`src/rtl/step_tracker.sv`:
```
// Absolute/relative step-pulse tracker with end-of-segment endpoint check.
// Optional watchdog on a stalled segment: define STEP_TRACK_TIMEOUT_EN.
module step_tracker #(
  parameter int POS_W       = 24,
  parameter int TIMEOUT_CYC = 1024
) (
  input  logic                    pulse_clk,
  input  logic                    sys_rst_l,
  input  logic                    change_readyH,
  input  logic signed [15:0]      Xe,
  input  logic signed [15:0]      Ye,
  input  logic                    X_acc,
  input  logic                    X_dec,
  input  logic                    Y_acc,
  input  logic                    Y_dec,
  input  logic                    draw_overH,
  input  logic                    zero_pos,
  input  logic                    clr_err,
  output logic signed [POS_W-1:0] pos_x,
  output logic signed [POS_W-1:0] pos_y,
  output logic signed [16:0]      rel_x,
  output logic signed [16:0]      rel_y,
  output logic                    busy,
  output logic                    seg_doneH,
  output logic                    seg_okH,
  output logic                    err_conflict,
  output logic                    err_mismatch,
  output logic                    err_overflow,
  output logic                    err_timeout
);

  typedef enum logic [1:0] {IDLE, TRACK, CHECK} state_t;

  localparam logic signed [POS_W-1:0] POS_MAX = {1'b0, {(POS_W-1){1'b1}}};
  localparam logic signed [POS_W-1:0] POS_MIN = {1'b1, {(POS_W-1){1'b0}}};

  state_t              state, state_nxt;
  logic signed [16:0]  xe_lat, ye_lat;
  logic [17:0]         exp_cnt, cnt;
  logic                seg_conf;
  logic [2:0]          n_pulse;
  logic                any_pulse, conflict, legal;
  logic signed [1:0]   dx, dy;
  logic                ovf_x, ovf_y;
  logic                seg_ok;
  logic                timeout_hit;

  function automatic logic [17:0] abs18(input logic signed [15:0] v);
    logic [17:0] s;
    s = {{2{v[15]}}, v};
    return v[15] ? 18'(-s) : s;
  endfunction

  always_comb begin
    n_pulse   = 3'(X_acc) + 3'(X_dec) + 3'(Y_acc) + 3'(Y_dec);
    any_pulse = (n_pulse != 3'd0);
    conflict  = (n_pulse > 3'd1);
    // zero_pos drops a coincident pulse entirely, including from the segment tally
    legal     = (n_pulse == 3'd1) && !zero_pos;
    dx        = !legal ? 2'sd0 : X_acc ? 2'sd1 : X_dec ? -2'sd1 : 2'sd0;
    dy        = !legal ? 2'sd0 : Y_acc ? 2'sd1 : Y_dec ? -2'sd1 : 2'sd0;
    ovf_x     = legal && ((X_acc && pos_x == POS_MAX) || (X_dec && pos_x == POS_MIN));
    ovf_y     = legal && ((Y_acc && pos_y == POS_MAX) || (Y_dec && pos_y == POS_MIN));
    seg_ok    = (rel_x == xe_lat) && (rel_y == ye_lat) && (cnt == exp_cnt) && !seg_conf;
    busy      = (state != IDLE);
  end

  always_comb begin
    state_nxt = state;
    case (state)
      IDLE:    if (change_readyH) state_nxt = TRACK;
      TRACK:   if (draw_overH) state_nxt = CHECK;
               else if (timeout_hit) state_nxt = IDLE;
      CHECK:   state_nxt = IDLE;
      default: state_nxt = IDLE;
    endcase
  end

  always_ff @(posedge pulse_clk or negedge sys_rst_l) begin
    if (!sys_rst_l) state <= IDLE;
    else            state <= state_nxt;
  end

  always_ff @(posedge pulse_clk or negedge sys_rst_l) begin
    if (!sys_rst_l) begin
      pos_x <= '0;
      pos_y <= '0;
    end else if (zero_pos) begin
      pos_x <= '0;
      pos_y <= '0;
    end else if (legal) begin
      pos_x <= pos_x + {{(POS_W-2){dx[1]}}, dx};
      pos_y <= pos_y + {{(POS_W-2){dy[1]}}, dy};
    end
  end

  always_ff @(posedge pulse_clk or negedge sys_rst_l) begin
    if (!sys_rst_l) begin
      xe_lat    <= '0;
      ye_lat    <= '0;
      exp_cnt   <= '0;
      cnt       <= '0;
      rel_x     <= '0;
      rel_y     <= '0;
      seg_conf  <= 1'b0;
      seg_okH   <= 1'b0;
      seg_doneH <= 1'b0;
    end else begin
      seg_doneH <= 1'b0;
      case (state)
        IDLE: if (change_readyH) begin
          xe_lat   <= {Xe[15], Xe};
          ye_lat   <= {Ye[15], Ye};
          exp_cnt  <= abs18(Xe) + abs18(Ye);
          cnt      <= '0;
          rel_x    <= '0;
          rel_y    <= '0;
          seg_conf <= 1'b0;
          seg_okH  <= 1'b0;
        end
        TRACK: begin
          if (legal) begin
            rel_x <= rel_x + {{15{dx[1]}}, dx};
            rel_y <= rel_y + {{15{dy[1]}}, dy};
            if (cnt != '1) cnt <= cnt + 18'd1;
          end
          if (conflict) seg_conf <= 1'b1;
          if (!draw_overH && timeout_hit) begin
            seg_okH   <= 1'b0;
            seg_doneH <= 1'b1;
          end
        end
        CHECK: begin
          seg_okH   <= seg_ok;
          seg_doneH <= 1'b1;
        end
        default: ;
      endcase
    end
  end

  // New errors take priority over a coincident clear
  always_ff @(posedge pulse_clk or negedge sys_rst_l) begin
    if (!sys_rst_l) begin
      err_conflict <= 1'b0;
      err_mismatch <= 1'b0;
      err_overflow <= 1'b0;
    end else begin
      err_conflict <= (err_conflict & ~clr_err) | conflict;
      err_mismatch <= (err_mismatch & ~clr_err) | ((state == CHECK) && !seg_ok);
      err_overflow <= (err_overflow & ~clr_err) | ovf_x | ovf_y;
    end
  end

`ifdef STEP_TRACK_TIMEOUT_EN
  localparam int WD_W = $clog2(TIMEOUT_CYC + 1);
  logic [WD_W-1:0] wd_cnt;

  assign timeout_hit = (state == TRACK) && !draw_overH && !any_pulse &&
                       (wd_cnt == WD_W'(TIMEOUT_CYC - 1));

  always_ff @(posedge pulse_clk or negedge sys_rst_l) begin
    if (!sys_rst_l) begin
      wd_cnt      <= '0;
      err_timeout <= 1'b0;
    end else begin
      if (state != TRACK || any_pulse) wd_cnt <= '0;
      else                             wd_cnt <= wd_cnt + WD_W'(1);
      err_timeout <= (err_timeout & ~clr_err) | timeout_hit;
    end
  end
`else
  logic unused_cfg;
  assign unused_cfg  = any_pulse ^ (TIMEOUT_CYC > 0);
  assign timeout_hit = 1'b0;
  assign err_timeout = 1'b0;
`endif

endmodule
```
`config.mk`:
```
export PLATFORM = sky130hd
export DESIGN_NAME = step_tracker
export DESIGN_NICKNAME = d
export VERILOG_FILES = /design/src/rtl/step_tracker.sv
export SDC_FILE = /design/constraint.sdc
export NUM_CORES = 1
export LEC_CHECK = 0
export BUFFER_PORTS_ARGS = -buffer_cell sky130_fd_sc_hd__buf_2
export CAP_MARGIN = 10
export CORE_MARGIN = 2
export CORE_UTILIZATION = 45
export DETAILED_ROUTE_END_ITERATION = 10
export PLACE_DENSITY = 0.63
export SYNTH_ARGS = -nofsm -noshare
export SYNTH_HDL_FRONTEND = slang
export SYNTH_SLANG_ARGS = --single-unit
```
`constraint.sdc`:
```
create_clock -name pulse_clk -period 8.1 [get_ports pulse_clk]
set_clock_uncertainty 0.1 [all_clocks]
set_input_delay 1.62 -clock pulse_clk [delete_from_list [all_inputs] [get_ports pulse_clk]]
set_output_delay 1.62 -clock pulse_clk [all_outputs]
set_load 0.01 [all_outputs]
```
==> out/qor.yml, run 1 <==
pwr:
  leakagePower_uw: 0.005982
  power_frac_clock_pct: 34.1
  p_sw_share_pct: 33.80
  p_seq_share_pct: 40.6
  peakVddDrop_mv: 0.08635
  comb_power_share_pct: 25.3
  intPower_uw: 1645
  p_per_area_mw_per_mm2: 186.7
  switchingPower_uw: 839.9
layout:
  drive_above_1_share_pct: 12.85
  finalNetCount: 1663
  syn_to_final_growth_pct: 11.32
  antenna_cells: 0
global_route:
  antenna_found_initial: 0
  grt_pass1_wl_um: 58870
  grt_pass1_vias: 10597
  grt_max_degree: 75
  grt-ovfl-total: 0
  grtUsageTotal_pct: 25.93
floorplan:
  core-area_mm2: 0.02606
  io_pins: 131
  fp-row-count: 59
  fp.dieArea_mm2: 0.02789
  die_width_um: 167.0
  start_util_pct: 45.88
  dieHeight_um: 167.0
worst_setup_path:
  crit_type: "input pin to flop"
  crit_fanout: 37
  endpoint_kind: "flop"
  critPathLaunchType: "input pin"
  worstPathArrival_ns: 6.15
  critPathRequiredTime_ns: 8.31
sta:
  final-hold-violation-count: 0
  post-route-period-util_pct: 73.27
  rsz0062_at_grt: "false"
  tightest_slew_ns: 0.8803
  fmax_ghz: 0.1685
  final-setup-viol-count: 0
  drv_slew: 0
  setup_tns_ns: 0
  fin_crit_ns: 5.935
  maxSlewHeadroom_pct: 40.77
  timing.final.ws_setup_ns: 2.165
routing:
  highest_layer: "met4"
  drt-pass1-iter-count: 5
  wl_um: 36310
  drc_errors: 0
  wl_met2_um: 17050
  avgRoutedWirePerCell_um: 18.88
  vias: 11502
  ant_nets: 0
  drt-met1-wl_um: 16260
  drt_iter0_drc: 1108
  wl_met3_um: 2134
  vias_per_cell: 5.981
placement:
  port_buffers: 129
  post-place-ws_ns: 1.776
  dpl.hpwl_um: 26170
  gp_congestion: 0.9381
clock_tree:
  numCtsBuffers: 17
  cts.clk_slew.worst_paths_ns: 0.07
  clock_latency_ns: 0.43
  htreeDepth: 4
  postCtsHoldBufs: 0
  cts.sinks: 158
  cts_tree: "built"
  cts_buffer_depth: 2
  post_cts_buffers: 0
  root_buffer: "clkbuf_16"
  cts_resized: 0
yosys:
  ys.flop_type: "dfrtp_1"
  yosys_register_bits: 158
  synth.area.top_cells: "dfrtp_1 (33%), xnor2_1 (7.4%), nand2_1 (7.2%)"
  syn-instance-count: 1521
  syn_area_mm2: 0.01196
  ys_warn_count: 0
  netlist_top_cells_count: "nand2_1 (229), dfrtp_1 (158), nor2_1 (140)"
  synth_most_common_cell: "nand2_1"
  avgSynthCellArea_um2: 7.860
  synth.largest_area_cell: "dfrtp_1"
  ys_async_sr_fraction_pct: 100.0
  seq_area_frac_synth_pct: 33.07
  synth_edf_count: 0
  synth_top_area_share_pct: 33.07
  synth_cell_type_count: 90
run:
  drv_cap: 0
status:
  status: "finished clean"
min_path:
  hold_path_class: "flop to flop"
state kept, by name (all words and copies together), names as in the netlist:
signal / cells
rel_y: 17
ye_lat: 16
rel_x: 17
exp_cnt: 18
seg_doneH: 1
pos_y: 24
xe_lat: 16
err_mismatch: 1
seg_okH: 1
err_overflow: 1
err_conflict: 1
pos_x: 24
state: 2
seg_conf: 1
cnt: 18
path summary, 6_finish.rpt:
path	start	endpoint	slack, ns	cells after the start
worst max-delay path	X_acc	pos_y[22]	2.16	18
worst min-delay path	ye_lat[4]	ye_lat[4]	0.40	2
worst max register to register	pos_x[2]	pos_x[23]	4.98	7
worst min register to register	ye_lat[4]	ye_lat[4]	0.40	2
max in group asynchronous	sys_rst_l	ye_lat[14]	5.62	2
min in group asynchronous	sys_rst_l	pos_x[8]	1.05	1
worst max-delay path, cell delays in order:
cell      delay (ns)
buf_2           0.09
inv_1           0.07
fa_1            0.54
inv_1           0.05
ha_1            0.19
inv_1           0.06
ha_1            0.26
nor4b_4         0.28
buf_4           0.36
nand2_2         0.48
xnor2_1         0.28
ha_1            0.35
o211a_1         0.28
a21oi_1         0.39
nand4_1         0.17
a311oi_1        0.44
or4_1           0.16
nand3_1         0.06
logic make-up after synthesis:
kind of cell             synth area share, %
AO/OA/AOI/OAI                          17.57
XOR/XNOR                               10.26
adder cells (fa/ha/maj)                4.626
buffers and inverters                  5.023
flip-flops                             33.07
multiplexers                           1.151
other                                0.03137
AND/OR/NAND/NOR                        28.27
layer usage:
| metal | GRT usage, % | up-vias |
|---|---|---|
| li1 | - | 5538 |
| met1 | 36.62 | 5471 |
| met2 | 41.74 | 430 |
| met3 | 2.733 | 63 |
| met4 | 8.358 | 0 |
| met5 | 0 | - |
final cells by class:
cell class / instances / area (µm²)
multi-input cells: 1212 / 7416
clock inverters: 12 / 172.7
repair buffers: 141 / 742.0
well taps: 335 / 419.2
inverters: 48 / 180.2
flip-flops and latches: 158 / 3954
fillers: 2537 / 12750
clock buffers: 17 / 425.4
stage by stage:
step	std cells	utilization, %	hold WS (ns)	power [µW]	instance area [µm²]
global route	1923	51.07	0.4171	2617	13310
finish	1923	51.07	0.3985	2485	13310
detailed placement	1894	48.78	0.3814	1648	12710
floorplan	1523	-	0.3541	1432	11960
CTS	1923	51.07	0.3957	2500	13310
global placement	1894	48.78	0.3758	1637	12710
cells in the final DEF (no fill, tap or decap), types with 5 or more instances in the layout:
| cell type | Yosys | final |
|---|---|---|
| a211o_1 | 5 | 5 |
| a211oi_1 | 5 | 5 |
| a21o_1 | 9 | 9 |
| a21oi_1 | 66 | 66 |
| a31oi_1 | 30 | 30 |
| a41oi_1 | 5 | 5 |
| and2_1 | 6 | 6 |
| and3_1 | 23 | 23 |
| and4_1 | 11 | 11 |
| buf_2 | 9 | 128 |
| buf_4 | 2 | 12 |
| clkbuf_16 | 0 | 17 |
| dfrtp_1 | 158 | 158 |
| ha_1 | 41 | 41 |
| inv_1 | 45 | 45 |
| mux2_2 | 5 | 5 |
| mux2i_1 | 7 | 7 |
| nand2_1 | 229 | 229 |
| nand2b_1 | 10 | 10 |
| nand3_1 | 61 | 61 |
| nand4_1 | 30 | 30 |
| nor2_1 | 140 | 139 |
| nor2b_1 | 9 | 9 |
| nor3_1 | 63 | 63 |
| nor4_1 | 28 | 28 |
| nor4b_1 | 6 | 6 |
| o211ai_1 | 8 | 8 |
| o21a_1 | 5 | 5 |
| o21ai_0 | 93 | 93 |
| o22ai_1 | 5 | 5 |
| o31ai_1 | 21 | 21 |
| or2_2 | 10 | 10 |
| or3_1 | 28 | 28 |
| or4_1 | 15 | 15 |
| xnor2_1 | 101 | 101 |
| xor2_1 | 39 | 39 |
power groups by stage:
stage               registers, µW  clock network [µW]  logic, µW
floorplan                     975                   0        457
global placement             1020                   0        618
detailed placement           1020                   0        627
CTS                          1010                 864        630
global route                 1020                 893        703
finish                       1010                 848        628
(Power assumes the default switching activity.)
==> inputs of run 2 (changes only) <==
Clock period 8.1 ns to 5.6 ns, I/O delays scaled along.
==> run 2 against run 1 <==
  * Worst hold slack worse by 0.0021 ns
  * Highest routed layer unchanged
  * Largest power group unchanged
  * Critical path type unchanged
  * Via count up 0.24%
  * Non-clock buffer count up 14
==> out/qor.yml, run 2 (synthesis gave the netlist of run 1 again) <==
routing:
  wl_um: 36290  # about the same
  vias_per_cell: 5.946  # -0.58%
  drc_errors: 0  # unchanged
  vias: 11530  # +0.24%
  ant_nets: 0  # unchanged
  drt_iter0_drc: 1199  # +8.2%
  avgRoutedWirePerCell_um: 18.72  # -0.87%
  drt-pass1-iter-count: 5  # unchanged
global_route:
  grtUsageTotal_pct: 25.68  # -0.25 points
  grt_pass1_wl_um: 58310  # -0.95%
  antenna_found_initial: 0  # unchanged
  grt_max_degree: 76  # +1.3%
  grt-ovfl-total: 0  # unchanged
  grt_pass1_vias: 10613  # +0.15%
worst_setup_path:
  critPathLaunch: "X_acc"
  r2r_end: "pos_x[23]"
  critPathRequiredTime_ns: 5.86  # -2.45 ns
  slowest_delay_ns: 0.61  # +0.07 ns
  crit_chain: "buf_2, inv_1, fa_1, inv_1, ha_1, inv_1, ha_1, or4b_1, nor2_1, ha_1, ha_1, nand4_1, o21ai_1, a21oi_1, nor4_1, a311oi_1, or4_1, nand3_1"
  crit_top_cell: "ha_1"
  crit_type: "input pin to flop"
  rr_startpoint: "pos_x[2]"
  crit_slowest_cell: "or4b_1"
  rrSetupSlack_ns: 2.55  # -2.43 ns
  worstPathArrival_ns: 5.25  # -0.90 ns
  crit_fanout: 7  # -81%
  endpoint_kind: "flop"
  endpoint: "pos_y[22]"
  critPathLaunchType: "input pin"
  r2r.worst_path.cells: 7  # unchanged
clock_tree:
  numCtsBuffers: 17  # unchanged
  cts_tree: "built"
  cts_buffer_depth: 2  # unchanged
  htreeDepth: 4  # unchanged
  postCtsHoldBufs: 0  # unchanged
  root_buffer: "clkbuf_16"
  cts.sinks: 158  # unchanged
  cts.clk_slew.worst_paths_ns: 0.06  # about the same
  clock_latency_ns: 0.43  # about the same
  post_cts_buffers: 0  # unchanged
  cts_resized: 0  # unchanged
layout:
  finalNetCount: 1677  # +0.84%
  seq_area_mm2: 0.003954  # unchanged
  drive_above_1_share_pct: 13.59  # +0.74 points
  final_common_cell: "nand2_1"
  nFillCells: 2514  # -0.91%
  syn_to_final_growth_pct: 12.41
  layout_common_cells: "nand2_1 (229), dfrtp_1 (158), nor2_1 (139)"
  antenna_cells: 0  # unchanged
  multi_input_area_mm2: 0.007416  # unchanged
  reg_top3: "pos_x (24), pos_y (24)"
sta:
  setup_tns_ns: 0  # unchanged
  timing.final.ws_setup_ns: 0.6115  # -1.553 ns
  fin_crit_ns: 4.989
  tightest_slew_ns: 0.8416  # -0.03870 ns
  final-hold-violation-count: 0  # unchanged
  drv_slew: 0  # unchanged
  rsz0062_at_grt: "false"
  fmax_ghz: 0.2005
  maxSlewHeadroom_pct: 43.37  # +2.6 points
  post-route-period-util_pct: 89.08
  final-setup-viol-count: 0  # unchanged
floorplan:
  fp.dieArea_mm2: 0.02789  # unchanged
  start_util_pct: 45.88  # unchanged
  dieHeight_um: 167.0  # unchanged
  fp-row-count: 59  # unchanged
  core-area_mm2: 0.02606  # unchanged
  die_width_um: 167.0  # unchanged
  io_pins: 131  # unchanged
pwr:
  peakVddDrop_mv: 0.2133  # +150%
  leakagePower_uw: 0.006060  # +1.3%
  p_per_area_mw_per_mm2: 269.4  # +44%
min_path:
  hold_path_class: "flop to flop"
placement:
  gp_congestion: 0.9210  # -1.8%
  dpl.hpwl_um: 26660  # +1.9%
  port_buffers: 129  # unchanged
  post-place-ws_ns: 0.2370  # -1.539 ns
status:
  status: "finished clean"
run:
  drv_cap: 0  # unchanged
## run 2: worst min path at each step
stage | from | end | slack (ns) | depth (start not counted)
after floorplan | seg_conf | seg_conf | 0.35 | 2
after global placement | exp_cnt[7] | exp_cnt[7] | 0.38 | 2
after detailed placement | ye_lat[10] | ye_lat[10] | 0.38 | 2
after CTS | xe_lat[14] | xe_lat[14] | 0.40 | 2
after global routing | xe_lat[4] | xe_lat[4] | 0.42 | 2
final | xe_lat[14] | xe_lat[14] | 0.40 | 2
## run 2: worst max-delay path: cells and delay by family
| family | cells | cell delay [ns] |
|---|---|---|
| AND/OR/NAND/NOR | 6 | 1.83 |
| adder cells (fa/ha/maj) | 5 | 1.60 |
| AO/OA/AOI/OAI | 3 | 0.41 |
| buffers and inverters | 4 | 0.28 |
## run 2: area by class of cell
class,count,share of cell area [%]
Multi-Input combinational cell,1212,55.18
Sequential cell,158,29.42
Clock inverter,10,1.210
Inverter,48,1.341
Clock buffer,21,3.426
Tap cell,335,3.119
Timing Repair Buffer,155,6.303
## run 2: power by group
part           leakage [µW]  internal [µW]  switching (µW)
Sequential          0.00211           1290             166
Combinational       0.00365            363             560
Clock              0.000299            768             477
## run 2: metal layers
layer | wire, µm | vias up | track usage (%) | part of all wire (%)
met1 | 16450 | 5496 | 35.66 | 45
met2 | 17050 | 407 | 42.12 | 47
met4 | 733 | 0 | 6.634 | 2.0
li1 | - | 5582 | - | -
met5 | 0 | - | 0 | 0
met3 | 2053 | 45 | 3.683 | 5.7
## run 2: through the flow
step	instance area, µm²	cells	hold WS (ns)	utilization, %	total power [µW]
after CTS	13440	1939	0.4011	51.57	3635
after detailed placement	12820	1908	0.3844	49.18	2389
after global routing	13440	1939	0.4206	51.57	3817
after floorplan	11960	1523	0.3541	-	2071
after global placement	12820	1908	0.3757	49.18	2374
final	13440	1939	0.3964	51.57	3620
